## src/rtl/breath_pwm_mc.sv

```systemverilog
// Multi-channel PWM with a shared triangle "breathing" ramp.
// Duty and mode are shadowed at each period boundary so outputs never glitch mid-period.
module breath_pwm_mc #(
    parameter int CH   = 4,
    parameter int W    = 8,
    parameter int DIVW = 16
) (
    input  logic              clk,
    input  logic              rst,
    input  logic              en,
    input  logic [2*CH-1:0]   mode,
    input  logic [CH*W-1:0]   duty_in,
    input  logic [DIVW-1:0]   step_div,
    output logic [CH-1:0]     pwm_out,
    output logic              period_tick
);

    localparam logic [W-1:0] CNT_MAX      = '1;
    localparam logic [1:0]   MODE_OFF     = 2'b00;
    localparam logic [1:0]   MODE_STATIC  = 2'b01;
    localparam logic [1:0]   MODE_BREATHE = 2'b10;
    localparam logic [1:0]   MODE_INV     = 2'b11;
    localparam logic         DIR_UP       = 1'b0;
    localparam logic         DIR_DOWN     = 1'b1;

    logic [W-1:0]    cnt;
    logic [DIVW-1:0] divcnt;
    logic [W-1:0]    r;
    logic            dir;
    logic [W-1:0]    shadow_duty [CH];
    logic [1:0]      shadow_mode [CH];

    logic            boundary;
    logic            ramp_step;
    logic [W-1:0]    r_next;
    logic            dir_next;
    logic [W-1:0]    eff_duty [CH];

    assign boundary  = en && (cnt == CNT_MAX);
    // >= rather than == so lowering step_div below divcnt steps at once instead of wrapping.
    assign ramp_step = boundary && (divcnt >= step_div);

    // Triangle ramp: turn around at the extremes so each extreme lasts exactly one step.
    always_comb begin
        r_next   = r;
        dir_next = dir;
        if (dir == DIR_UP) begin
            if (r == CNT_MAX) begin
                r_next   = r - 1'b1;
                dir_next = DIR_DOWN;
            end else begin
                r_next = r + 1'b1;
            end
        end else begin
            if (r == '0) begin
                r_next   = r + 1'b1;
                dir_next = DIR_UP;
            end else begin
                r_next = r - 1'b1;
            end
        end
    end

    always_comb begin
        for (int i = 0; i < CH; i++) begin
            eff_duty[i] = '0;
            case (mode[2*i +: 2])
                MODE_STATIC:  eff_duty[i] = duty_in[W*i +: W];
                MODE_BREATHE: eff_duty[i] = r;
                MODE_INV:     eff_duty[i] = CNT_MAX - r;
                default:      eff_duty[i] = '0;
            endcase
        end
    end

    always_ff @(posedge clk) begin
        if (rst) begin
            cnt         <= '0;
            divcnt      <= '0;
            r           <= '0;
            dir         <= DIR_UP;
            pwm_out     <= '0;
            period_tick <= 1'b0;
            for (int i = 0; i < CH; i++) begin
                shadow_duty[i] <= '0;
                shadow_mode[i] <= MODE_OFF;
            end
        end else begin
            period_tick <= boundary;
            if (en) begin
                cnt <= cnt + 1'b1;
                // Compare uses the shadows of the current period, before any boundary update.
                for (int i = 0; i < CH; i++) begin
                    pwm_out[i] <= (shadow_mode[i] != MODE_OFF) && (cnt < shadow_duty[i]);
                end
            end else begin
                pwm_out <= '0;
            end
            if (boundary) begin
                for (int i = 0; i < CH; i++) begin
                    shadow_duty[i] <= eff_duty[i];
                    shadow_mode[i] <= mode[2*i +: 2];
                end
                if (ramp_step) begin
                    divcnt <= '0;
                    r      <= r_next;
                    dir    <= dir_next;
                end else begin
                    divcnt <= divcnt + 1'b1;
                end
            end
        end
    end

endmodule

```

## config.mk

```make
export PLATFORM = sky130hd
export DESIGN_NAME = breath_pwm_mc
export DESIGN_NICKNAME = d
export VERILOG_FILES = /design/src/rtl/breath_pwm_mc.sv
export SDC_FILE = /design/constraint.sdc
export NUM_CORES = 1
export LEC_CHECK = 0
export ABC_AREA = 1
export BUFFER_PORTS_ARGS = -buffer_cell sky130_fd_sc_hd__buf_4
export CORE_ASPECT_RATIO = 0.8
export CORE_UTILIZATION = 50
export DETAILED_ROUTE_END_ITERATION = 16
export PLACE_DENSITY = 0.7
export SETUP_SLACK_MARGIN = 0.02
export SYNTH_ARGS = -nofsm -noshare
export SYNTH_HDL_FRONTEND = slang
export SYNTH_SLANG_ARGS = --single-unit
```

## constraint.sdc

```tcl
create_clock -name clk -period 2.5 [get_ports clk]
set_input_delay 0.5 -clock clk [delete_from_list [all_inputs] [get_ports clk]]
set_output_delay 0.5 -clock clk [all_outputs]
set_load 0.05 [all_outputs]
```

==> results of run 1 <==
==> sequential cells by signal (all words and copies together) (netlist names) <==
signal       flops
dir              1
shadow_mode      8
pwm_out          4
cnt              8
shadow_duty     32
period_tick      1
divcnt          16
r                8
==> report_power, final <==
part / leakage (uW) / switching, uW / internal (uW)
registers: 0.000687 / 11.1 / 1380
clock network: 0.000147 / 527 / 802
logic: 0.00211 / 166 / 128
==> metrics by stage <==
step                      util (%)  hold WS (ns)  std cells
after floorplan                  -         0.478        673
after global placement        59.2         0.506        871
after detailed placement      59.2         0.511        871
after CTS                     62.4         0.392        887
after global routing          62.4         0.402        887
final                         62.4         0.408        887
==> synth_stat cells (all sizes together) <==
library cell  count
nand3b            1
edfxtp           40
nor4              2
o21ai            28
nor3             13
buf               9
a2111oi           3
o21a              3
clkbuf            5
nand2           144
a21oi            26
nor2            101
nand3            45
a31oi            18
dfxtp            38
a21o              3
ha               49
nand4             6
nor3b             1
xnor2             2
a221oi           18
xor2              9
inv             106
clkinv            3
==> critical path, stage by stage (launching register included) <==
cell and delay [ns]:
dfxtp_1 0.43, ha_1 0.28, nand2_1 0.08, inv_1 0.05, nand2_1 0.06, nand2_1 0.04
nor2_1 0.10, nand2_1 0.09, nand2_1 0.07, nand2_1 0.17, nand2_2 0.30, nand2_2 0.22
nor3_1 0.16
==> layer usage <==
layer  share of wire [%]  wire length [um]  up-vias
met4                 1.6               197        0
met5                   0                 0        -
li1                    -                 -     2388
met2                  45              5770      132
met1                  47              5960     2100
met3                 6.0               757       21
==> final cells by class <==
type	instances	area share, %
Clock buffer	12	4.56
Sequential cell	78	32.1
Clock inverter	4	0.573
Inverter	109	6.73
Multi-Input combinational cell	472	43.8
Timing Repair Buffer	76	9.53
Tap cell	136	2.78
==> kinds of logic after synthesis <==
logic type | Yosys count | share of synthesized area, %
simple gates | 313 | 26.4
buf+inv | 123 | 9.56
compound gates | 99 | 11.9
flops | 78 | 38.3
fa+ha+maj | 49 | 12.0
xor+xnor | 11 | 1.88
==> path summary, 6_finish.rpt <==
kind	from	to	slack, ns	cells past startpoint
setup / recovery	divcnt[7]$_SDFFE_PP0P_	divcnt[9]$_SDFFE_PP0P_	0.37	12
hold / removal	en	cnt[0]$_SDFFE_PP0P_	0.41	2
setup reg to reg	divcnt[7]$_SDFFE_PP0P_	divcnt[9]$_SDFFE_PP0P_	0.37	12
hold reg to reg	divcnt[12]$_SDFFE_PP0P_	divcnt[12]$_SDFFE_PP0P_	0.52	2
==> run_results.csv, run 1 <==
group,metric,value,unit
setup_path,critPathArrivalTime,2.38,ns
clocking,cts_resized,0,
power,ir_drop,0.349,mV
setup_path,worstSetupStartpointType,"register",
global_routing,grt_use_total,25.1,%
sta,hold_viol,0,
finish,regArea,0.00196,sq mm
min_path,hold_class,"in2reg",
synth,syn_avg_cell_area,7.62,sq um
synth,syn_inst,673,
drt,finalWirelength,12700,um
finish,multiInputGateArea,0.00268,sq mm
drt,vias,4641,
drt,avgViaCountPerCell,5.23,
synth,syn_area,0.00513,sq mm
clocking,cts.path.max_buffers,2,
global_routing,antenna_found_initial,0,
synth,seq_area_frac_synth,38.3,%
finish,area_delta_synth_final,19.3,%
floorplanning,ios,64,
floorplanning,core_area,0.00981,sq mm
placement,place_congestion,0.892,
sta,tns,0,ns
drt,drt_iter0_markers,418,
global_routing,grt-ovfl-total,0,
power,finalPower,3020,uW
finish,fin_area,0.00612,sq mm
setup_path,critPathRequiredTime,2.76,ns
finish,drive_gt1_share,14.6,%
setup_path,critPathCaptureType,"register",
sta,min_period,2.13,ns
global_routing,busiest_layer,"met2",
sta,drv_slew,0,
sta,rsz0062_at_grt,"no",
synth,synth_warnings,0,
placement,preCtsSetupSlack,0.175,ns
flow_run,cap_violations,0,
placement,dpl.hpwl,9530,um
clocking,cts_root_buffer,"clkbuf_16",
placement,port-buffer-count,63,
floorplanning,rows,32,
global_routing,grt_pass1_wl,20300,um
sta,slew_headroom,55.5,%
finish,n_antenna_cell,0,
clocking,postCtsHoldBufs,0,
placement,place_area,0.00580,sq mm
power,leakage,0.00294,uW
drt,ant_nets,0,
setup_path,crit_fanout,15,
clocking,clock_latency,0.34,ns
floorplanning,die_x,115,um
sta,worstMarginPinSlew,0.661,ns
setup_path,worstSetupPathType,"reg2reg",
global_routing,met3_usage,4.91,%
drt,routedWlPerCell,14.3,um
synth,syn_nets,781,
synth,yosysTopAreaCell,"edfxtp_1",
floorplanning,start_util,52.3,%
global_routing,grt_util_met2,40.2,%
drt,first_pass_iters,5,
clocking,htreeDepth,3,
clocking,postCtsSetupRepairBufs,0,
clocking,numCtsBuffers,9,
run_status,outcome,"complete, no violations",
synth,ys_ff_latch,78,
power,power_density,493,mW/mm^2
global_routing,grt_max_degree,41,
floorplanning,chipHeight,92.6,um
global_routing,gr-usage-met1,34.2,%
sta,fin_skew,0.00585,ns
sta,post-route-period-util,85.1,%
synth,netlist_top_cells_area,"edfxtp_1 23%, dfxtp_1 15%, ha_1 12%",
sta,finalSetupViolations,0,
finish,final_cell_mix,"139 x nand2_1, 103 x inv_1, 96 x nor2_1",
clocking,cts.reportedPaths.clkPinSlew,0.06,ns
drt,drc,0,
global_routing,first_global_vias,4274,
clocking,cts.sink_count,78,
sta,fmax,470,MHz
sta,layout_setup_ws,0.373,ns
floorplanning,dieArea,0.0107,sq mm
finish,layout_commonest_cell,"nand2_1",
finish,fill_cells,906,
finish,fin_nets,854,
synth,ys_types,37,
synth,synth.top_cell.area_share,23.4,%
clocking,cts_tree,"built",
(Power assumes the default switching activity.)
==> run 2, diff against run 1 <==
Settings changed: CTS_BUF_LIST set to sky130_fd_sc_hd__clkbuf_4.
==> run_results.csv, run 2 (synthesized netlist as in run 1, its figures left out) <==
group,metric,value,unit
run_status,outcome,"complete, no violations",
placement,place_congestion,0.892,
finish,layout.cells.non_filler,887,
finish,final_util,60.9,%
finish,top_regs,"shadow_duty (32), divcnt (16)",
sta,post-route-period-util,86.6,%
floorplanning,start_util,52.3,%
clocking,cts_tree,"built",
sta,slew_headroom,54.6,%
sta,worstMarginPinSlew,0.675,ns
global_routing,first_global_vias,4221,
placement,port-buffer-count,63,
floorplanning,rows,32,
clocking,htreeDepth,3,
drt,ant_nets,0,
global_routing,grt_use_total,24.9,%
drt,drc,0,
setup_path,worstSetupStartpointType,"register",
clocking,cts.sink_count,78,
drt,avgViaCountPerCell,5.21,
sta,hold_viol,0,
global_routing,grt_pass1_wl,20200,um
floorplanning,dieArea,0.0107,sq mm
finish,layout_commonest_cell,"nand2_1",
finish,drive_gt1_share,14.8,%
drt,finalWirelength,12500,um
drt,drt_iter0_markers,413,
sta,drv_slew,0,
power,power_density,429,mW/mm^2
setup_path,r2r-start,"divcnt[7]$_SDFFE_PP0P_",
placement,dp_cells,871,
global_routing,grt_max_degree,41,
setup_path,worstSetupPathType,"reg2reg",
global_routing,grt-ovfl-total,0,
flow_run,cap_violations,0,
setup_path,critPathCaptureType,"register",
sta,min_period,2.16,ns
clocking,cts.reportedPaths.clkPinSlew,0.14,ns
floorplanning,core_area,0.00981,sq mm
sta,fin_hold_ws,0.293,ns
floorplanning,die_x,115,um
placement,dpl.hpwl,9530,um
clocking,numCtsBuffers,9,
finish,fin_nets,854,
clocking,clock_latency,0.43,ns
setup_path,crit_fanout,15,
finish,area_delta_synth_final,16.5,%
min_path,hold_class,"in2reg",
sta,fmax,462,MHz
clocking,postCtsSetupRepairBufs,0,
power,ir_drop,0.385,mV
sta,rsz0062_at_grt,"no",
setup_path,cp-endpoint,"divcnt[9]$_SDFFE_PP0P_",
clocking,cts_resized,0,
floorplanning,ios,64,
finish,n_antenna_cell,0,
setup_path,r2r_slack,0.34,ns
finish,final_cell_mix,"139 x nand2_1, 103 x inv_1, 96 x nor2_1",
drt,routedWlPerCell,14.1,um
sta,finalSetupViolations,0,
clocking,cts_root_buffer,"clkbuf_4",
setup_path,critPathRequiredTime,2.85,ns
sta,tns,0,ns
drt,first_pass_iters,5,
setup_path,timing.rr.end,"divcnt[9]$_SDFFE_PP0P_",
floorplanning,chipHeight,92.6,um
setup_path,critPathArrivalTime,2.51,ns
power,finalPower,2560,uW
sta,fin_skew,0.0187,ns
clocking,cts.path.max_buffers,2,
setup_path,ff2ff_path_depth,12,
drt,vias,4623,
finish,top_register,"shadow_duty",
power,leakage,0.00288,uW
finish,largest_reg_flops,32,
setup_path,startpoint,"divcnt[7]$_SDFFE_PP0P_",
clocking,postCtsHoldBufs,0,
global_routing,antenna_found_initial,0,
run 2: changes by cell type in the layout (fill, tap and decap cells not counted):
cell	change
bufinv_16	+2
clkbuf_1	-1
clkbuf_4	+10
clkbuf_16	-11
run 2: through the flow:
stage | setup WS [ns] | area, sq um
final | 0.336 | 5970
after global routing | 0.133 | 5970
after CTS | 0.360 | 5970
after detailed placement | 0.175 | 5800
after global placement | 0.303 | 5800
after floorplan | 0.244 | 5130
run 2: power breakdown:
part           switching [uW]  leakage (uW)  internal (uW)
Clock                     455     0.0000847            425
Combinational             166       0.00211            128
Sequential               11.0      0.000687           1380
Total                     631       0.00288           1930
run 2: layer usage:
layer / up-vias / GRT usage (%) / share of wire (%) / wire (um)
met5: - / 0 / 0 / 0
li1: 2383 / - / - / -
met2: 123 / 40.0 / 46 / 5710
met3: 14 / 4.84 / 5.4 / 673
met1: 2103 / 34.5 / 48 / 6020
met4: 0 / 5.74 / 1.1 / 143
run 2: cell type report:
class                      instances  area, sq um
fill                             925         3840
multi-input combinational        472         2680
sequential                        78         1960
timing repair buffer              76          583
inverter                         109          412
tap                              136          170
clock inverter                     6         95.1
clock buffer                      10         75.1
run 2: how the worst min path moves through the flow:
stage | cells past startpoint | from | slack, ns | to
floorplan | 2 | divcnt[12]$_SDFFE_PP0P_ | 0.48 | divcnt[12]$_SDFFE_PP0P_
global placement | 2 | divcnt[1]$_SDFFE_PP0P_ | 0.51 | divcnt[1]$_SDFFE_PP0P_
detailed placement | 2 | divcnt[12]$_SDFFE_PP0P_ | 0.51 | divcnt[12]$_SDFFE_PP0P_
CTS | 2 | en | 0.27 | cnt[0]$_SDFFE_PP0P_
global route | 2 | en | 0.27 | cnt[0]$_SDFFE_PP0P_
finish | 2 | en | 0.29 | cnt[0]$_SDFFE_PP0P_
run 2: critical path, stage by stage, from the launching register on:
cell	delay, ns
dfxtp_1	0.45
ha_1	0.28
nand2_1	0.08
inv_1	0.05
nand2_1	0.06
nand2_1	0.04
nor2_1	0.10
nand2_1	0.09
nand2_1	0.07
nand2_1	0.17
nand2_2	0.30
nand2_2	0.22
nor3_1	0.17
==> run 3, diff against run 2 <==
Settings changed: PLACE_DENSITY 0.7 to 0.73.
Clock period 2.5 ns to 1.75 ns, I/O delays scaled along.
==> run_results.csv, run 3 (synthesized netlist as in run 1, its figures left out) <==
group,metric,value,unit
sta,post-route-period-util,102,%
clocking,cts.sink_count,78,
finish,top_regs,"shadow_duty (32), divcnt (16)",
power,power_density,557,mW/mm^2
setup_path,worstSetupStartpointType,"register",
setup_path,critPathRequiredTime,2.14,ns
finish,largest_reg_flops,32,
finish,n_antenna_cell,0,
placement,place_congestion,0.901,
run_status,outcome,"complete, but fails checks",
floorplanning,dieArea,0.0107,sq mm
finish,multiInputGateArea,0.00296,sq mm
power,ir_drop,0.602,mV
global_routing,grt-ovfl-total,0,
finish,fin_nets,896,
clocking,cts_root_buffer,"clkbuf_4",
clocking,cts_tree,"built",
power,swShare,24.6,%
global_routing,grt_use_total,28.5,%
placement,port-buffer-count,63,
run_status,violations,"negative setup slack",
setup_path,r2r-start,"divcnt[4]$_SDFFE_PP0P_",
finish,layout_commonest_cell,"nand2_1",
setup_path,timing.rr.end,"r[3]$_SDFFE_PP0P_",
clocking,cts.reportedPaths.clkPinSlew,0.13,ns
global_routing,first_global_vias,4786,
setup_path,critPathCaptureType,"register",
setup_path,r2r_slack,-0.03,ns
setup_path,worstSetupPathType,"reg2reg",
floorplanning,chipHeight,92.6,um
drt,first_pass_iters,5,
flow_run,cap_violations,0,
drt,routedWlPerCell,15.5,um
sta,fin_hold_ws,0.110,ns
finish,drive_gt1_share,26.6,%
power,power.internal,2800,uW
sta,drv_slew,0,
sta,rsz0062_at_grt,"yes",
placement,place_area,0.00611,sq mm
drt,drt_iter0_markers,400,
placement,preCtsSetupSlack,-0.202,ns
placement,dpl.hpwl,10800,um
drt,vias,5037,
drt,finalWirelength,14400,um
clocking,cts.path.max_buffers,2,
sta,layout_setup_ws,-0.0307,ns
min_path,min_path_cells,2,
sta,fin_skew,0.0181,ns
clocking,htreeDepth,3,
floorplanning,die_x,115,um
clocking,numCtsBuffers,9,
sta,hold_viol,0,
sta,slew_headroom,64.8,%
finish,fill_cells,789,
setup_path,ff2ff_path_depth,14,
floorplanning,ios,64,
finish,final_cell_mix,"125 x nand2_1, 108 x buf_4, 101 x inv_1",
min_path,hold_class,"in2reg",
drt,avgViaCountPerCell,5.42,
finish,regArea,0.00198,sq mm
power,power_frac_comb,12.5,%
clocking,clock_latency,0.45,ns
global_routing,antenna_found_initial,0,
power,p_sw,914,uW
global_routing,grt_max_degree,41,
finish,top_register,"shadow_duty",
power,seqPwrFrac,53.5,%
min_path,hold_start,"en",
power,leakage,0.00317,uW
floorplanning,core_area,0.00981,sq mm
sta,fmax,562,MHz
floorplanning,start_util,52.3,%
finish,fin_area,0.00667,sq mm
power,pwr-share-clk,34.0,%
min_path,hold_end,"cnt[0]$_SDFFE_PP0P_",
finish,area_delta_synth_final,30.1,%
floorplanning,rows,32,
drt,ant_nets,0,
setup_path,critPathArrivalTime,2.17,ns
global_routing,grt_pass1_wl,23100,um
sta,min_period,1.78,ns
sta,finalSetupViolations,3,
sta,tns,-0.0512,ns
sta,worstMarginPinSlew,0.526,ns
setup_path,crit_fanout,5,
drt,drc,0,
## run 3: cell types whose count changed in the layout (fill, tap and decap cells not counted), sizes merged
cell      change
buf          +42
clkbuf        +2
clkinv        +2
clkinvlp      -2
inv           -2
## run 3: worst max path at each step
stage / to / from / slack [ns]
floorplan: r[2]$_SDFFE_PP0P_ / step_div[7] / 0.03
global placement: r[7]$_SDFFE_PP0P_ / step_div[11] / -0.18
detailed placement: r[3]$_SDFFE_PP0P_ / step_div[11] / -0.20
CTS: r[6]$_SDFFE_PP0P_ / r[0]$_SDFFE_PP0P_ / 0.007
global route: dir$_SDFFE_PP0P_ / divcnt[4]$_SDFFE_PP0P_ / -0.13
finish: r[3]$_SDFFE_PP0P_ / divcnt[4]$_SDFFE_PP0P_ / -0.03
## run 3: final cells by class
cell class | instances | area share [%]
Tap cell | 136 | 2.55
Timing Repair Buffer | 118 | 14.7
Multi-Input combinational cell | 472 | 44.3
Inverter | 109 | 6.21
Clock buffer | 12 | 1.35
Sequential cell | 78 | 29.8
Clock inverter | 4 | 1.09
## run 3: routing by layer
| metal | global-route usage, % | wire length (um) | vias up |
|---|---|---|---|
| li1 | - | - | 2472 |
| met4 | 8.01 | 246 | 0 |
| met3 | 5.82 | 1000 | 32 |
| met1 | 38.1 | 6350 | 2345 |
| met5 | 0 | 0 | - |
| met2 | 46.4 | 6800 | 188 |
## run 3: timing repair
action                                 4_1_cts  5_1_grt
endpoints found under the hold margin        0        0
pin swaps                                    9       18
gates cloned                                 1        0
setup endpoints to repair                   18       73
hold buffers                                 0        0
setup buffers                                1        7
gates resized for setup                     34       45
## run 3: stage by stage
stage / instances / util (%) / total power (uW)
global route: 929 / 68.0 / 3860
CTS: 922 / 65.7 / 3710
global placement: 904 / 62.3 / 2450
detailed placement: 904 / 62.3 / 2470
finish: 929 / 68.0 / 3720
floorplan: 673 / - / 2250
## run 3: critical path: stages, from the launching register on
cell and delay (ns):
dfxtp_1 0.35, ha_1 0.29, nand2_1 0.08, inv_1 0.05
nand2_2 0.06, nor2_2 0.04, nor2_1 0.10, nand2_1 0.07
nand2_1 0.07, nand2_2 0.08, buf_6 0.14, buf_6 0.12
nand2_4 0.07, nand2_1 0.06, a21oi_1 0.15
## run 3: power groups by stage
| stage | combinational, uW | sequential [uW] | clock, uW |
|---|---|---|---|
| floorplan | 201 | 2050 | 0 |
| global placement | 423 | 2030 | 0 |
| detailed placement | 436 | 2030 | 0 |
| CTS | 450 | 1990 | 1270 |
| global route | 513 | 1990 | 1350 |
| finish | 465 | 1990 | 1270 |
